**src/rtl/ps2_pkg.sv**
```systemverilog
// Shared PS/2 definitions: host transmitter state encoding, timing helper, command bytes.
// Latency: n/a (declarations only).
// Backpressure: n/a.
package ps2_pkg;

  typedef enum logic [2:0] {
    IDLE,
    INHIBIT,
    REQ,
    BITS,
    ACK,
    WAITREL,
    DONE,
    ERR
  } ps2_state_t;

  localparam logic [7:0] PS2_CMD_SET_LEDS = 8'hED;
  localparam logic [7:0] PS2_CMD_RESET    = 8'hFF;
  localparam logic [7:0] PS2_ACK          = 8'hFA;

  // Microseconds to clock cycles; 64-bit product so long timeouts at MHz clocks do not overflow.
  function automatic int unsigned us_to_cycles(input int unsigned us, input int unsigned hz);
    logic [63:0] prod;
    prod = 64'(us) * 64'(hz);
    return 32'(prod / 64'd1000000);
  endfunction

endpackage

```
**src/rtl/ps2_host_tx_if.sv**
```systemverilog
// Byte request channel between a command source and the PS/2 host transmitter.
// Latency: n/a (wiring only).
// Backpressure: tx_valid is only accepted while tx_ready is high; no queueing behind it.
// Signals: tx_data/tx_valid from the source; tx_ready, tx_done, tx_error, busy from the transmitter.
interface ps2_host_tx_if;
  logic [7:0] tx_data;
  logic       tx_valid;
  logic       tx_ready;
  logic       tx_done;
  logic       tx_error;
  logic       busy;

  modport master (
    output tx_data, tx_valid,
    input  tx_ready, tx_done, tx_error, busy
  );

  modport slave (
    input  tx_data, tx_valid,
    output tx_ready, tx_done, tx_error, busy
  );
endinterface

```
**src/rtl/ps2_sync_edge.sv**
```systemverilog
// Two-flop synchroniser for a raw PS/2 pin plus rise/fall detection on the synced level.
// Latency: level is 2 cycles behind the pin; edge flags are valid in the cycle the synced level changes.
// Backpressure: none (free running).
// Ports: i_clk, i_rst_n, i_pin (raw pin) -> o_level, o_fall, o_rise.
module ps2_sync_edge (
  input  logic i_clk,
  input  logic i_rst_n,
  input  logic i_pin,
  output logic o_level,
  output logic o_fall,
  output logic o_rise
);

  logic r_meta;
  logic r_sync;
  logic r_prev;

  // Reset to the idle-high bus level so leaving reset never fakes a falling edge.
  always_ff @(posedge i_clk or negedge i_rst_n) begin
    if (!i_rst_n) begin
      r_meta <= 1'b1;
      r_sync <= 1'b1;
      r_prev <= 1'b1;
    end else begin
      r_meta <= i_pin;
      r_sync <= r_meta;
      r_prev <= r_sync;
    end
  end

  assign o_level = r_sync;
  assign o_fall  = r_prev & ~r_sync;
  assign o_rise  = ~r_prev & r_sync;

endmodule

```
**src/rtl/ps2_host_tx.sv**
```systemverilog
// Host-to-device PS/2 transmitter: inhibit, request-to-send, 10 bits on device clock falls, ACK check.
// Latency: tx_ready drops the cycle after the handshake; tx_done >= INHIBIT+2 cycles plus 11 device clocks.
// Backpressure: one byte in flight; tx_ready is high only in IDLE and requests while busy are dropped.
// Ports: i_clk, i_rst_n, tx_if (slave), i_ps2_clk/i_ps2_data raw pins, o_ps2_clk_oe/o_ps2_data_oe
//        (1 = pull line low). Board level ties each pin as pin = oe ? 1'b0 : 1'bz.
module ps2_host_tx
  import ps2_pkg::*;
#(
  parameter int unsigned CLK_HZ       = 3250000,
  parameter int unsigned INHIBIT_US   = 120,
  parameter int unsigned START_TMO_US = 15000,
  parameter int unsigned FRAME_TMO_US = 2000
) (
  input  logic         i_clk,
  input  logic         i_rst_n,
  ps2_host_tx_if.slave tx_if,
  input  logic         i_ps2_clk,
  input  logic         i_ps2_data,
  output logic         o_ps2_clk_oe,
  output logic         o_ps2_data_oe
);

  localparam int unsigned INHIBIT_CYC = us_to_cycles(INHIBIT_US, CLK_HZ);
  localparam int unsigned START_CYC   = us_to_cycles(START_TMO_US, CLK_HZ);
  localparam int unsigned FRAME_CYC   = us_to_cycles(FRAME_TMO_US, CLK_HZ);
  localparam int unsigned MAX_AB      = (INHIBIT_CYC > START_CYC) ? INHIBIT_CYC : START_CYC;
  localparam int unsigned MAX_CYC     = (MAX_AB > FRAME_CYC) ? MAX_AB : FRAME_CYC;
  localparam int          TMR_W       = $clog2(MAX_CYC) + 1;

  // Timer counts down to zero inclusive, so N cycles of dwell need a load of N-1.
  localparam logic [TMR_W-1:0] INHIBIT_LOAD = TMR_W'(INHIBIT_CYC - 1);
  localparam logic [TMR_W-1:0] START_LOAD   = TMR_W'(START_CYC - 1);
  localparam logic [TMR_W-1:0] FRAME_LOAD   = TMR_W'(FRAME_CYC - 1);
  localparam logic [TMR_W-1:0] TMR_ONE      = TMR_W'(1);

  logic w_clk_level, w_clk_fall, w_clk_rise;
  logic w_data_level, w_data_fall, w_data_rise;
  logic w_unused_edges;

  ps2_sync_edge u_sync_clk (
    .i_clk   (i_clk),
    .i_rst_n (i_rst_n),
    .i_pin   (i_ps2_clk),
    .o_level (w_clk_level),
    .o_fall  (w_clk_fall),
    .o_rise  (w_clk_rise)
  );

  ps2_sync_edge u_sync_data (
    .i_clk   (i_clk),
    .i_rst_n (i_rst_n),
    .i_pin   (i_ps2_data),
    .o_level (w_data_level),
    .o_fall  (w_data_fall),
    .o_rise  (w_data_rise)
  );

  assign w_unused_edges = w_clk_rise ^ w_data_fall ^ w_data_rise;

  ps2_state_t       r_state, w_state_nxt;
  logic [TMR_W-1:0] r_timer, w_timer_nxt;
  logic [9:0]       r_shreg, w_shreg_nxt;
  logic [3:0]       r_bitcnt, w_bitcnt_nxt;
  logic             r_data_oe, w_data_oe_nxt;
  logic             w_clk_oe, w_data_oe, w_ready, w_busy, w_done, w_error;

  always_ff @(posedge i_clk or negedge i_rst_n) begin
    if (!i_rst_n) begin
      r_state   <= IDLE;
      r_timer   <= '0;
      r_shreg   <= '0;
      r_bitcnt  <= '0;
      r_data_oe <= 1'b0;
    end else begin
      r_state   <= w_state_nxt;
      r_timer   <= w_timer_nxt;
      r_shreg   <= w_shreg_nxt;
      r_bitcnt  <= w_bitcnt_nxt;
      r_data_oe <= w_data_oe_nxt;
    end
  end

  always_comb begin
    w_state_nxt   = r_state;
    w_timer_nxt   = r_timer;
    w_shreg_nxt   = r_shreg;
    w_bitcnt_nxt  = r_bitcnt;
    w_data_oe_nxt = r_data_oe;
    w_clk_oe      = 1'b0;
    w_data_oe     = 1'b0;
    w_ready       = 1'b0;
    w_busy        = 1'b1;
    w_done        = 1'b0;
    w_error       = 1'b0;

    case (r_state)
      IDLE: begin
        w_busy  = 1'b0;
        w_ready = 1'b1;
        if (tx_if.tx_valid) begin
          w_shreg_nxt = {1'b1, ~^tx_if.tx_data, tx_if.tx_data};
          w_timer_nxt = INHIBIT_LOAD;
          w_state_nxt = INHIBIT;
        end
      end
      INHIBIT: begin
        // Clock held low; any device clocking in progress is aborted and its edges are invisible.
        w_clk_oe = 1'b1;
        if (r_timer == '0) begin
          w_data_oe   = 1'b1;
          w_timer_nxt = START_LOAD;
          w_state_nxt = REQ;
        end else begin
          w_timer_nxt = r_timer - TMR_ONE;
        end
      end
      REQ: begin
        // Start bit stays on the line through the first device clock, which the device samples.
        w_data_oe = 1'b1;
        if (w_clk_fall) begin
          w_bitcnt_nxt  = '0;
          w_data_oe_nxt = 1'b1;
          w_timer_nxt   = FRAME_LOAD;
          w_state_nxt   = BITS;
        end else if (r_timer == '0) begin
          w_state_nxt = ERR;
        end else begin
          w_timer_nxt = r_timer - TMR_ONE;
        end
      end
      BITS: begin
        w_data_oe = r_data_oe;
        if (r_timer == '0) begin
          w_state_nxt = ERR;
        end else begin
          w_timer_nxt = r_timer - TMR_ONE;
          if (w_clk_fall) begin
            w_data_oe_nxt = ~r_shreg[r_bitcnt];
            w_bitcnt_nxt  = r_bitcnt + 4'd1;
            if (r_bitcnt == 4'd9) w_state_nxt = ACK;
          end
        end
      end
      ACK: begin
        if (r_timer == '0) begin
          w_state_nxt = ERR;
        end else begin
          w_timer_nxt = r_timer - TMR_ONE;
          if (w_clk_fall) w_state_nxt = w_data_level ? ERR : WAITREL;
        end
      end
      WAITREL: begin
        if (r_timer == '0) begin
          w_state_nxt = ERR;
        end else begin
          w_timer_nxt = r_timer - TMR_ONE;
          if (w_clk_level && w_data_level) w_state_nxt = DONE;
        end
      end
      DONE: begin
        w_done      = 1'b1;
        w_state_nxt = IDLE;
      end
      ERR: begin
        w_error     = 1'b1;
        w_state_nxt = IDLE;
      end
      default: w_state_nxt = IDLE;
    endcase
  end

  assign o_ps2_clk_oe   = w_clk_oe;
  assign o_ps2_data_oe  = w_data_oe;
  assign tx_if.tx_ready = w_ready;
  assign tx_if.busy     = w_busy;
  assign tx_if.tx_done  = w_done;
  assign tx_if.tx_error = w_error;

endmodule

```
**src/flat_wrapper.sv**
```systemverilog
// flat-port wrapper written by rule: the top's interface ports become plain ports
module ps2_host_tx_flat import ps2_pkg::*;
#(
  parameter int unsigned CLK_HZ       = 3250000,
  parameter int unsigned INHIBIT_US   = 120,
  parameter int unsigned START_TMO_US = 15000,
  parameter int unsigned FRAME_TMO_US = 2000
)
  (i_clk, i_rst_n, i_ps2_clk, i_ps2_data, o_ps2_clk_oe, o_ps2_data_oe, tx_if_tx_data, tx_if_tx_valid, tx_if_tx_ready, tx_if_tx_done, tx_if_tx_error, tx_if_busy);
  ps2_host_tx_if tx_if_i ();
  input  logic i_clk;
  input  logic i_rst_n;
  input  logic i_ps2_clk;
  input  logic i_ps2_data;
  output logic o_ps2_clk_oe;
  output logic o_ps2_data_oe;
  input wire logic [$bits(tx_if_i.tx_data)-1:0] tx_if_tx_data;
  input wire logic [$bits(tx_if_i.tx_valid)-1:0] tx_if_tx_valid;
  output wire logic [$bits(tx_if_i.tx_ready)-1:0] tx_if_tx_ready;
  output wire logic [$bits(tx_if_i.tx_done)-1:0] tx_if_tx_done;
  output wire logic [$bits(tx_if_i.tx_error)-1:0] tx_if_tx_error;
  output wire logic [$bits(tx_if_i.busy)-1:0] tx_if_busy;
  assign tx_if_i.tx_data = tx_if_tx_data;
  assign tx_if_i.tx_valid = tx_if_tx_valid;
  assign tx_if_tx_ready = tx_if_i.tx_ready;
  assign tx_if_tx_done = tx_if_i.tx_done;
  assign tx_if_tx_error = tx_if_i.tx_error;
  assign tx_if_busy = tx_if_i.busy;
  ps2_host_tx #(.CLK_HZ(CLK_HZ), .INHIBIT_US(INHIBIT_US), .START_TMO_US(START_TMO_US), .FRAME_TMO_US(FRAME_TMO_US)) u_core (.i_clk(i_clk), .i_rst_n(i_rst_n), .tx_if(tx_if_i), .i_ps2_clk(i_ps2_clk), .i_ps2_data(i_ps2_data), .o_ps2_clk_oe(o_ps2_clk_oe), .o_ps2_data_oe(o_ps2_data_oe));
endmodule
```
**config.mk**
```make
export PLATFORM = sky130hd
export DESIGN_NAME = ps2_host_tx_flat
export DESIGN_NICKNAME = d
export VERILOG_FILES = /design/src/rtl/ps2_pkg.sv /design/src/rtl/ps2_host_tx_if.sv /design/src/rtl/ps2_sync_edge.sv /design/src/rtl/ps2_host_tx.sv /design/src/flat_wrapper.sv
export SDC_FILE = /design/constraint.sdc
export NUM_CORES = 1
export LEC_CHECK = 0
export BUFFER_PORTS_ARGS = -buffer_cell sky130_fd_sc_hd__buf_2
export CAP_MARGIN = 5
export CORE_MARGIN = 2
export CORE_UTILIZATION = 35
export DETAILED_ROUTE_END_ITERATION = 8
export HOLD_SLACK_MARGIN = 0.02
export SLEW_MARGIN = 30
export SYNTH_ARGS = -nofsm -noshare
export SYNTH_HDL_FRONTEND = slang
export SYNTH_SLANG_ARGS = --single-unit
```
**constraint.sdc**
```tcl
create_clock -name i_clk -period 2.87 [get_ports i_clk]
set_clock_uncertainty 0.05 [all_clocks]
set_input_delay 0.287 -clock i_clk [delete_from_list [all_inputs] [get_ports i_clk]]
set_output_delay 0.287 -clock i_clk [all_outputs]
set_load 0.05 [all_outputs]
```
==> metrics <==
Worst setup EP type=primary output; TritonRoute pass-1 iters=5; main combinational cell family by area after synthesis=compound AO/OA/AOI/OAI gates; # resized after CTS=0; multi-input logic area=around 1400 sq um; area grow syn2layout=14.1%; vias in the first global route=approximately 2000; Clock transition at path regs=about 80 ps; sequential element share of the synthesized area=about two fifths; Pwr Total=~1.1 mW; Tcrit/Tclk final=between 90% and 100%; Setup CP Type=reg -> out; leak pwr=1.19 nW; CTS H-tree lvls=2; outcome=finished clean; post-layout util=between 40% and 50%; syn avg cell area=slightly above 9 sq um; FILL cells=~700; synthesized-area fraction occupied by adder cells=under 10%; share of layout cells above drive strength 1=21.9%; final worst path period need=around 2700 ps; first-pass GRT wire length=between 9000 and 10000 microns; Compound-Gate Fraction of Synth Area=22.2%; routed vias/inst=5.51; WP buf/inv=1; Worst-Skew Late Latency=310 ps; most common cell after layout, fill and taps aside=dfrtp_1; Worst setup SP type=flip-flop; Reg area=between 1000 and 1500 sq um; # DRC=0; Design Area, Final=around 2900 sq um; Starting Density=~37%; final worst slack=roughly 130 ps; Peak VDD IR=roughly 0.00026 V; Mapped Cells=270; grt total ovfl=0; Rows=30; Die X-Extent=88.9 microns; ys async rst share=100%; Syn Nets=between 200 and 300; Overall Global Routing Usage=around 17%; setup TNS=0 ps; CP max stage cell=or3_1; initial antenna violation count=0; I/O Pins=19; Synth Area in XOR/XNOR=3.13%; post-synthesis mux area share=a little under 8%; Fmax achieved=between 0.3 and 0.4 GHz; Root Buffer=clkbuf_8; Yosys reg bits=40; CTS Buf Count=5; Routed WL per cell=about 16 microns; Slew Limit Headroom=about 56%; drt first-iter violations=between 100 and 150; RSZ-0062 raised after global routing=false; die footprint=between 7000 and 8000 sq um; Max Slew Vio Count=0; predominant post-synthesis flop cell=dfrtp_1; CP required=roughly 2500 ps; post-CTS setup repair buffer count=0; Max Cap Viol=0; Post-DP Area=2720 sq um; hpwl dp=about 4300 microns; Final GP Congestion=approximately 0.88; commonest non-fill, non-tap cells in the layout=dfrtp_1, a21oi_1, nand2_1, nor2_1, o21ai_0; hold crit path type=in -> reg; WL final=a little over 6000 microns; CTS tree=done; core box area=~6900 sq um; mapped cell area=2520 sq um; Hold Violations, Final=0; Arr. time, crit path=approximately 2400 ps; Ys Warns=0; final antenna-violating net count=0; worst hold slack=183 ps; post-synthesis simple-gate area fraction=a little over a fifth; chip height=88.9 microns; placed insts=around 380; critical path, cell by cell=or3_1 -> nor4_2 -> and2b_1 -> a21oi_1 -> nor3_2 -> buf_2; Place WS=approximately 510 ps; Crit Path Max Fanout=6; Finished Layout Cells=388; Crit path max-delay family=simple AND/OR/NAND/NOR gates; Num Clock Sinks=40; CP peak stage delay=around 460 ps; PwrDens=about 400 nW/um^2; Port Buf Inserts=18; routed via count=roughly 2100; Clock Path Buffers=2; largest net degree at the start of global routing=41; nets@finish=between 300 and 400; Slew @ Worst Pin=roughly 640 ps; number of setup violations in the final report=0; Post-synth EDFFs=0; synth unique cells=63; antenna cells=0
## cells in the mapped netlist (all sizes together), types with 3 or more instances
library cell / count / area, sq um
ha: 5 / 62.6
a211o: 3 / 26.3
a21oi: 21 / 105
mux2i: 5 / 50.1
dfrtp: 35 / 876
o22ai: 4 / 25.0
clkbuf: 4 / 15.0
a31oi: 5 / 31.3
nor4: 3 / 25.0
nor2: 21 / 86.3
inv: 7 / 26.3
dfstp: 5 / 131
or2: 5 / 31.3
o21ai: 20 / 100
a21o: 3 / 22.5
a211oi: 3 / 22.5
nand3: 12 / 60.1
buf: 9 / 43.8
nand2: 20 / 75.1
nor3: 12 / 86.3
xnor2: 9 / 78.8
nand2b: 5 / 31.3
o311ai: 3 / 26.3
mux2: 9 / 101
or3: 4 / 30.0
## layer usage
layer | share of wire, % | vias up | GRT usage (%) | routed length, microns
met4 | 2.2 | 0 | 7.02 | 131
met3 | 6.7 | 14 | 4.38 | 407
met1 | 44 | 999 | 22.3 | 2680
li1 | - | 1045 | - | -
met2 | 47 | 79 | 25.5 | 2860
met5 | 0 | - | 0 | 0
## where the power goes
group          switching [mW]  internal [mW]  total, mW
clock                   0.218          0.284      0.503
sequential            0.00188          0.569      0.571
combinational          0.0252         0.0215     0.0467
## cell type report
type / instances / share of cell area (%)
Timing Repair Buffer: 27 / 5.83
Clock inverter: 2 / 1.35
Sequential cell: 40 / 35.0
Multi-Input combinational cell: 209 / 49.7
Clock buffer: 6 / 2.87
Tap cell: 96 / 4.18
Inverter: 8 / 1.04
## final timing paths
path | end | slack (ps) | from | depth (start not counted)
setup / recovery | o_ps2_data_oe | 130 | u_core.r_timer[13] | 6
hold / removal | u_core.r_shreg[3] | 180 | tx_if_tx_data[3] | 2
setup reg to reg | u_core.r_timer[0] | 510 | u_core.r_timer[0] | 11
hold reg to reg | u_core.u_sync_clk.o_level | 310 | u_core.u_sync_clk.r_meta | 0
max in group asynchronous | u_core.u_sync_clk.r_prev | 1940 | i_rst_n | 2
min in group asynchronous | u_core.r_timer[8] | 440 | i_rst_n | 2
## registers in the layout, indices dropped and copies added (netlist names), 3 cells and up
name and count:
u_core.r_shreg 10, u_core.r_state 3, u_core.r_bitcnt 4, u_core.r_timer 17
## logic make-up after synthesis
family | Yosys count
XOR/XNOR | 9
buffers and inverters | 21
multiplexers | 16
adder cells (fa/ha/maj) | 5
AND/OR/NAND/NOR | 95
flip-flops | 40
AO/OA/AOI/OAI | 84
## what timing repair did
action / in CTS / in global routing
endpoints found under the hold margin: 2 / 35
setup endpoints to repair: 0 / 0
hold buffers: 2 / 1
(Power assumes the default switching activity.)
